==> src/rtl/game_controller.sv <==
`timescale 1ns/1ps
// Tic-tac-toe game sequencer: cursor/placement handling, per-turn countdown timer,
// win/draw detection and a renderer-facing combinational board read port.
module game_controller #(
  parameter int CLK_HZ    = 50000000,
  parameter int TURN_TIME = 15
) (
  input  logic       clk,
  input  logic       rst,
  input  logic       start,
  input  logic       btn_move,
  input  logic       btn_place,
  input  logic [3:0] cell_addr,
  output logic [1:0] cell_owner,
  output logic [3:0] sel_position,
  output logic [1:0] player,
  output logic [1:0] winner,
  output logic       winner_s,
  output logic       menu,
  output logic [3:0] pos1,
  output logic [3:0] pos2,
  output logic [3:0] pos3,
  output logic [4:0] _time
);

  localparam int unsigned PW = (CLK_HZ > 1) ? $clog2(CLK_HZ) : 1;
  localparam logic [PW-1:0] PS_MAX = PW'(CLK_HZ - 1);
  localparam logic [4:0] T_INIT = 5'(TURN_TIME);
  localparam logic [3:0] NO_POS = 4'hF;

  typedef enum logic [1:0] {S_MENU, S_PLAY, S_CHECK, S_OVER} state_t;

  state_t        state_q, state_d;
  logic [1:0]    board_q [9];
  logic [1:0]    board_d [9];
  logic [1:0]    player_q, player_d;
  logic [3:0]    sel_q, sel_d;
  logic [4:0]    time_q, time_d;
  logic [PW-1:0] presc_q, presc_d;
  logic [1:0]    winner_q, winner_d;
  logic [3:0]    pos1_q, pos1_d, pos2_q, pos2_d, pos3_q, pos3_d;
  logic          menu_q, menu_d, winner_s_q, winner_s_d;

  logic [1:0]  cur_owner;
  logic        full;
  logic [8:0]  own;
  logic        win_found;
  logic [11:0] win_cells;
  logic        tick;
  logic [1:0]  other_player;

  function automatic logic [11:0] line_cells(input int unsigned l);
    case (l)
      0:       line_cells = {4'd0, 4'd1, 4'd2};
      1:       line_cells = {4'd3, 4'd4, 4'd5};
      2:       line_cells = {4'd6, 4'd7, 4'd8};
      3:       line_cells = {4'd0, 4'd3, 4'd6};
      4:       line_cells = {4'd1, 4'd4, 4'd7};
      5:       line_cells = {4'd2, 4'd5, 4'd8};
      6:       line_cells = {4'd0, 4'd4, 4'd8};
      default: line_cells = {4'd2, 4'd4, 4'd6};
    endcase
  endfunction

  always_comb begin
    cell_owner = '0;
    cur_owner  = '0;
    full       = 1'b1;
    own        = '0;
    for (int unsigned i = 0; i < 9; i++) begin
      if (cell_addr == 4'(i)) cell_owner = board_q[i];
      if (sel_q == 4'(i))     cur_owner  = board_q[i];
      if (board_q[i] == 2'd0) full       = 1'b0;
      own[i] = (board_q[i] == player_q);
    end
  end

  // Scan lines in fixed order; the first line fully owned by the mover wins.
  always_comb begin
    logic [11:0] cells;
    logic [8:0]  mask;
    cells     = '0;
    mask      = '0;
    win_found = 1'b0;
    win_cells = {NO_POS, NO_POS, NO_POS};
    for (int unsigned l = 0; l < 8; l++) begin
      cells = line_cells(l);
      mask  = (9'd1 << cells[11:8]) | (9'd1 << cells[7:4]) | (9'd1 << cells[3:0]);
      if (!win_found && ((own & mask) == mask)) begin
        win_found = 1'b1;
        win_cells = cells;
      end
    end
  end

  always_comb begin
    state_d  = state_q;
    for (int unsigned i = 0; i < 9; i++) board_d[i] = board_q[i];
    player_d = player_q;
    sel_d    = sel_q;
    time_d   = time_q;
    presc_d  = presc_q;
    winner_d = winner_q;
    pos1_d   = pos1_q;
    pos2_d   = pos2_q;
    pos3_d   = pos3_q;
    tick     = (presc_q == PS_MAX);
    other_player = (player_q == 2'd1) ? 2'd2 : 2'd1;

    case (state_q)
      S_MENU: begin
        if (start) begin
          for (int unsigned i = 0; i < 9; i++) board_d[i] = '0;
          player_d = 2'd1;
          sel_d    = '0;
          time_d   = T_INIT;
          presc_d  = '0;
          winner_d = '0;
          pos1_d   = NO_POS;
          pos2_d   = NO_POS;
          pos3_d   = NO_POS;
          state_d  = S_PLAY;
        end
      end
      S_PLAY: begin
        presc_d = tick ? '0 : presc_q + PW'(1);
        // A valid place swallows any move/tick arriving in the same cycle.
        if (btn_place && (cur_owner == 2'd0)) begin
          for (int unsigned i = 0; i < 9; i++)
            if (sel_q == 4'(i)) board_d[i] = player_q;
          state_d = S_CHECK;
        end else begin
          if (btn_move) sel_d = (sel_q == 4'd8) ? '0 : sel_q + 4'd1;
          if (tick) begin
            if (time_q != '0) begin
              time_d = time_q - 5'd1;
            end else begin
              player_d = other_player;
              time_d   = T_INIT;
            end
          end
        end
      end
      S_CHECK: begin
        if (win_found) begin
          winner_d = player_q;
          pos1_d   = win_cells[11:8];
          pos2_d   = win_cells[7:4];
          pos3_d   = win_cells[3:0];
          state_d  = S_OVER;
        end else if (full) begin
          winner_d = 2'd3;
          pos1_d   = NO_POS;
          pos2_d   = NO_POS;
          pos3_d   = NO_POS;
          state_d  = S_OVER;
        end else begin
          player_d = other_player;
          time_d   = T_INIT;
          presc_d  = '0;
          state_d  = S_PLAY;
        end
      end
      S_OVER: begin
        if (start) state_d = S_MENU;
      end
      default: state_d = S_MENU;
    endcase

    menu_d     = (state_d == S_MENU);
    winner_s_d = (state_d == S_OVER);
  end

  always_ff @(posedge clk) begin
    if (rst) begin
      state_q    <= S_MENU;
      for (int unsigned i = 0; i < 9; i++) board_q[i] <= '0;
      player_q   <= 2'd1;
      sel_q      <= '0;
      time_q     <= T_INIT;
      presc_q    <= '0;
      winner_q   <= '0;
      pos1_q     <= NO_POS;
      pos2_q     <= NO_POS;
      pos3_q     <= NO_POS;
      menu_q     <= 1'b1;
      winner_s_q <= 1'b0;
    end else begin
      state_q    <= state_d;
      for (int unsigned i = 0; i < 9; i++) board_q[i] <= board_d[i];
      player_q   <= player_d;
      sel_q      <= sel_d;
      time_q     <= time_d;
      presc_q    <= presc_d;
      winner_q   <= winner_d;
      pos1_q     <= pos1_d;
      pos2_q     <= pos2_d;
      pos3_q     <= pos3_d;
      menu_q     <= menu_d;
      winner_s_q <= winner_s_d;
    end
  end

  assign sel_position = sel_q;
  assign player       = player_q;
  assign winner       = winner_q;
  assign winner_s     = winner_s_q;
  assign menu         = menu_q;
  assign pos1         = pos1_q;
  assign pos2         = pos2_q;
  assign pos3         = pos3_q;
  assign _time        = time_q;

endmodule
==> config.mk <==
export PLATFORM = sky130hd
export DESIGN_NAME = game_controller
export DESIGN_NICKNAME = d
export VERILOG_FILES = /design/src/rtl/game_controller.sv
export SDC_FILE = /design/constraint.sdc
export NUM_CORES = 1
export LEC_CHECK = 0
export ABC_AREA = 1
export BUFFER_PORTS_ARGS = -buffer_cell sky130_fd_sc_hd__buf_2
export CORE_MARGIN = 2
export CORE_UTILIZATION = 40
export CTS_CLUSTER_DIAMETER = 120
export CTS_CLUSTER_SIZE = 8
export DETAILED_ROUTE_END_ITERATION = 16
export PLACE_DENSITY = 0.63
export RECOVER_POWER = 100
export SETUP_SLACK_MARGIN = 0.4
export SLEW_MARGIN = 25
export SYNTH_ARGS = -nofsm -noshare
export SYNTH_HDL_FRONTEND = slang
export SYNTH_SLANG_ARGS = --single-unit
==> constraint.sdc <==
create_clock -name clk -period 4.63 [get_ports clk]
set_clock_uncertainty 0.15 [all_clocks]
set_input_delay 0.926 -clock clk [delete_from_list [all_inputs] [get_ports clk]]
set_output_delay 0.926 -clock clk [all_outputs]
set_load 0.01 [all_outputs]
Yosys cells after proc, flatten, opt, wreduce, memory -nomap -nowiden
Memory sizes are Yosys's and may differ from the RTL's.
Index checks and enable logic that the tools add are counted.

word-level totals
  register bits after elaboration = 55
  bits in writable memories = 18
  bits of input ports = 9
  output and inout port bits = 29
  logic and storage cells = 219
  memories = 1

operators by class
  $add $sub $neg = 3
  eq/ne operators = 47
  mux-type cells = 110
  bitwise operators = 9
  reduce and logical (&&, ||, !) cells = 38

memories
  name     words  bits a word  rd ports  clocked after Yosys merged registers in  write ports  RTL line  text
  board_q  9      2            9         0                                        9            34        logic [1:0] board_q [9];

operators by type and width
  kind                     count
  $mux W26                 4
  $mux W2                  51
  $mux W12                 8
  $pmux W26 S3             1
  $mux W18                 2
  $mux W4                  9
  $pmux W18 S2             1
  $eq A4 B3 Y1 const B     8
  $pmux W4 S2              4
  $mux W5                  6
  $add A26 B1 Y26 const B  1
  $eq A26 B26 Y1 const B   1
  $eq A3 B3 Y1 const B     8
  $logic_not A2 Y1         12
  $mux W1                  20
  $eq A2 B2 Y1             9
  $eq A4 B2 Y1 const B     4
  $pmux W5 S3              1
  $ne A2 B2 Y1 const B     7
  $or A1 B1 Y1             9
  $eq A4 B1 Y1 const B     2
  $eq A4 B4 Y1 const B     2
  $logic_and A1 B1 Y1      8
  $logic_not A4 Y1         2
  16 further kinds         27

Longest topological paths before layout
  depth in word-level cells = 27
  gate-level depth with buffers = 22

Worst setup path after synthesis
Ideal clock, no wire load.

  path type = input-to-output
  from = input cell_addr[1]
  to = output cell_owner[0]
  data arrival time = 1.864 ns
  required time = 3.554 ns
  path slack = 1.690 ns
  stages = 6
  cell sequence = clkbuf_1 nor2_1 a311oi_1 o2111ai_1 o21ai_0 o2111ai_1

between the ends
  longest elaborated chain between the ends = 10

RTL lines
  what                  RTL line  text
  from (decl)           13        input logic [3:0] cell_addr,
  $logic_not A4 Y1      71        if (cell_addr == 4'(i)) cell_owner = board_q[i];
  $mux W2 (8 in a row)  71
  $mux W2 (*)           71
  to (decl)             14        output logic [1:0] cell_owner,

Mark *: on every way between the ends. The rest lies on a longest branch, timed or not.

Worst setup path in the final report
  from = register player_q[0], in the netlist player[0]
  to = register time_q[0], in the netlist _time[0]

between the ends
  longest elaborated chain between the ends = 26

RTL lines
  what                                    RTL line  text
  from (decl)                             36        logic [1:0] player_q, player_d;
  from (signal assigned)                  191       player_q <= player_d;
  $eq A2 B2 Y1                            74        own[i] = (board_q[i] == player_q);
  $eq A3 B3 Y1                            89        if (!win_found && ((own & mask) == mask)) begin
  $mux W1                                 89
  $logic_not A1 Y1                        89
  $logic_and A1 B1 Y1                     89
  $mux W1                                 89
  $logic_not A1 Y1                        89
  $logic_and A1 B1 Y1                     89
  [... 10 more ...]                       n/a
  $logic_not A1 Y1                        89
  $logic_and A1 B1 Y1                     89
  $mux W1                                 89
  $logic_not A1 Y1                        89
  $logic_and A1 B1 Y1                     89
  $mux W1 (*)                             89
  $ne A2 B2 Y1 (no source line) (*)       n/a
  $reduce_and A6 Y1 (no source line) (*)  n/a
  to (signal assigned)                    193       time_q <= time_d;
  to (decl)                               38        logic [4:0] time_q, time_d;

Marks and branches as above.
A chain may end at the register's enable or synchronous reset.

==> flow_summary_export.csv <==
group,metric,value,unit
status,status,"completed",
synth,ys_async_sr_fraction,0,%
layout,num_antenna_cells,0,
setup_path,crit_path_end_kind,"flop",
cts,cts_tree,"built",
setup_path,worstSetupPathDepth,15,
global_route,antenna_found_initial,0,
setup_path,path_buf_inv,2,
cts,cts_sinks,71,
place,post-place-ws,1.35,ns
setup_path,reg2reg_depth,15,
synth,synth_compound_area_share,10.2,%
synth,synth-seq-cells,71,
min_path,holdCritPathClass,"reg2reg",
floorplanning,floorplan.initialDensity,41.1,%
place,portBuffers,37,
route,wirelength,12.5,mm
synth,synth_edf_count,0,
synth,yosysMostFrequentCell,"nand2_1",
synth,yosysWarnings,0,
route,drtAntennaViolNets,0,
timing,rsz0062_at_grt,"false",
place,hpwl,9.19,mm
synth,synthTopCellsByArea,"dfxtp_1 30%, nand2_1 17%, nor2_1 7.8%",
route,wl_per_cell,13.7,microns
setup_path,crit_arrival,3.69,ns
power_and_ir_drop,finalPower,0.00211,W
global_route,grt_start_max_net_pins,36,
setup_path,cp_slowest_cell,"dfxtp_1",
layout,final_net_count,785,
floorplanning,die_h,112,microns
floorplanning,ios,38,
global_route,grt_pass1_vias,4423,
cts,max-clock-path-buffers,2,
route,post-route-drc-count,0,
place,gp_congestion,0.971,
global_route,grt_pass1_wl,21.3,mm
global_route,groute.usage.overall,20.5,%
place,placedCellCount,897,
power_and_ir_drop,ir_drop,0.251,mV
synth,synthAdderAreaFrac,2.93,%
power_and_ir_drop,power.leakage,2.13,nW
timing,finalSetupViolations,0,
floorplanning,core_area,0.0114,sq mm
synth,synth_xor_area_share,3.36,%
floorplanning,dieWidth,112,microns
synth,avgSynthCellArea,6.33,sq um
timing,slew_viol_final,0,
setup_path,crit_family,"simple AND/OR/NAND/NOR gates",
cts,cts_setup_buffers,0,
cts,cts_made_buffers,9,
layout,finalNonFillerCells,913,
timing,hold_viol,0,
place,placed_area,0.00491,sq mm
route,vias,4802,
min_path,min_path_cells,2,
layout,area_growth,8.83,%
setup_path,start_kind,"flop",
synth,synth_ff_type,"dfxtp_1",
cts,path_clk_slew,0.06,ns
timing,slew_headroom,22.0,%
route,dr.pass1.iters,5,
synth,synthCells,741,
synth,synthMuxAreaShare,0,%
layout,fill_cells,1205,
synth,yosys.area.top_type,"dfxtp_1",
timing,fin_setup_tns,0,ns
layout,final_area,0.00510,sq mm
synth,synth_cell_types,47,
timing,min_period_over_period,78.5,%
setup_path,path_class,"reg2reg",
timing,setup_slack,0.995,ns
floorplanning,die-area,0.0126,sq mm
setup_path,cp_cell_sequence,"inv_1 > nand2_1 > nand2_1 > nor2_1 > nand3_1 > nand4_1 > nor2_1 > nand4_1 > nand2_1 > nand2_4 > nor2_1 > nand2_1 > inv_1 > o21ai_0 > nand3_1",
flow_run,cap_violations,0,
cts,cts_max_level,3,
layout,multiInputGateArea,0.00274,sq mm
setup_path,crit_top_cell,"nand2_1",
synth,yosys.area_share.simple,43.0,%
floorplanning,fp-row-count,39,
synth,yosysSeqAreaShare,30.3,%
layout,regArea,0.00142,sq mm
synth,synth_top_family_by_area,"simple AND/OR/NAND/NOR gates",
cts,worstSkewPairLatency,0.34,ns
route,via_per_inst,5.26,
synth,syn_nets,761,
global_route,grt_overflow,0,
synth,synthTopCellsByCount,"216 x nand2_1, 97 x nor2_1, 79 x inv_1",
cts,cts_resized,0,
setup_path,path_max_fanout,31,
cts,clockRootBuffer,"clkbuf_16",
timing,worst_pin_slew,1.17,ns
power_and_ir_drop,p_per_area,414,mW/mm^2
layout,drive_gt1_share,5.32,%
cts,cts_hold_buffers,0,
setup_path,critical_path.max_stage_delay,0.84,ns
route,drtIter0Drc,332,
synth,synth_top_area_share,30.3,%
timing,fmax,275,MHz
synth,netlist_area,0.00469,sq mm
setup_path,required,4.68,ns
timing,min_period,3.63,ns
==> area by class of cell <==
type                            instances  area share (%)
Multi-Input combinational cell        560            53.6
Tap cell                              143            3.50
Timing Repair Buffer                   39            3.11
Inverter                               84            6.23
Clock buffer                           11            4.56
Sequential cell                        71            27.8
Clock inverter                          5            1.15
==> worst paths after layout <==
path / startpoint / end / slack [ns]
worst min register to register: pos3[2]$_SDFFE_PP1P_ / pos3[2]$_SDFFE_PP1P_ / 0.32
worst max register to register: player[0]$_SDFFE_PP1P_ / _time[0]$_SDFFE_PP1P_ / 1.0
worst min-delay path: pos3[2]$_SDFFE_PP1P_ / pos3[2]$_SDFFE_PP1P_ / 0.32
worst max-delay path: player[0]$_SDFFE_PP1P_ / _time[0]$_SDFFE_PP1P_ / 1.0
==> power breakdown <==
group	leakage [nW]	switching [W]	internal, W
registers	0.581	0.0000917	0.000686
clock network	0.136	0.000262	0.000417
logic	1.41	0.000458	0.000198
total	2.13	0.000811	0.00130
==> state kept, by name (all words and copies together) (netlist names) <==
register,flops
_time,5
winner,2
pos3,3
menu,1
presc_q,26
state_q,2
pos1,4
board_q,18
player,2
sel_position,4
pos2,3
winner_s,1
==> stage by stage <==
stage          hold slack (ns)  utilization (%)
4_1_cts                  0.322             45.5
5_1_grt                  0.350             44.7
2_1_floorplan            0.318                -
3_5_place_dp             0.309             43.0
6_report                 0.324             44.7
3_3_place_gp             0.305             43.0
==> worst min-delay path: cells and delay by family, from the launching register on <==
kind / cells / cell delay (ns)
flip-flops: 1 / 0.33
AND/OR/NAND/NOR: 1 / 0.05
AO/OA/AOI/OAI: 1 / 0.07
==> layout by cell type, fill, tap and decap left out, types with 7 or more instances in the layout <==
cell and n:
nor3_1 26, nor2_1 99, clkbuf_1 33, xor2_1 13
nor4_1 11, a21oi_1 43, ha_1 11, buf_2 7
nand4_1 25, dfxtp_1 71, o21ai_0 25, nand3_1 46
nand2_1 217, clkbuf_16 9, inv_1 80
==> cell families (layout without fill, tap and decap cells) <==
family / count (synthesis) / in the layout
fa+ha+maj: 11 / 11
compound gates: 84 / 84
flops: 71 / 71
buf+inv: 110 / 139
simple gates: 447 / 447
xor+xnor: 18 / 18
==> metal layers <==
layer | vias up | track usage [%] | part of all wire [%]
li1 | 2454 | - | -
met1 | 2180 | 28.0 | 48
met2 | 142 | 31.1 | 44
met3 | 26 | 4.75 | 5.6
met4 | 0 | 8.62 | 2.5
met5 | - | 0 | 0
Note: power is estimated with default switching activity, not from simulation.
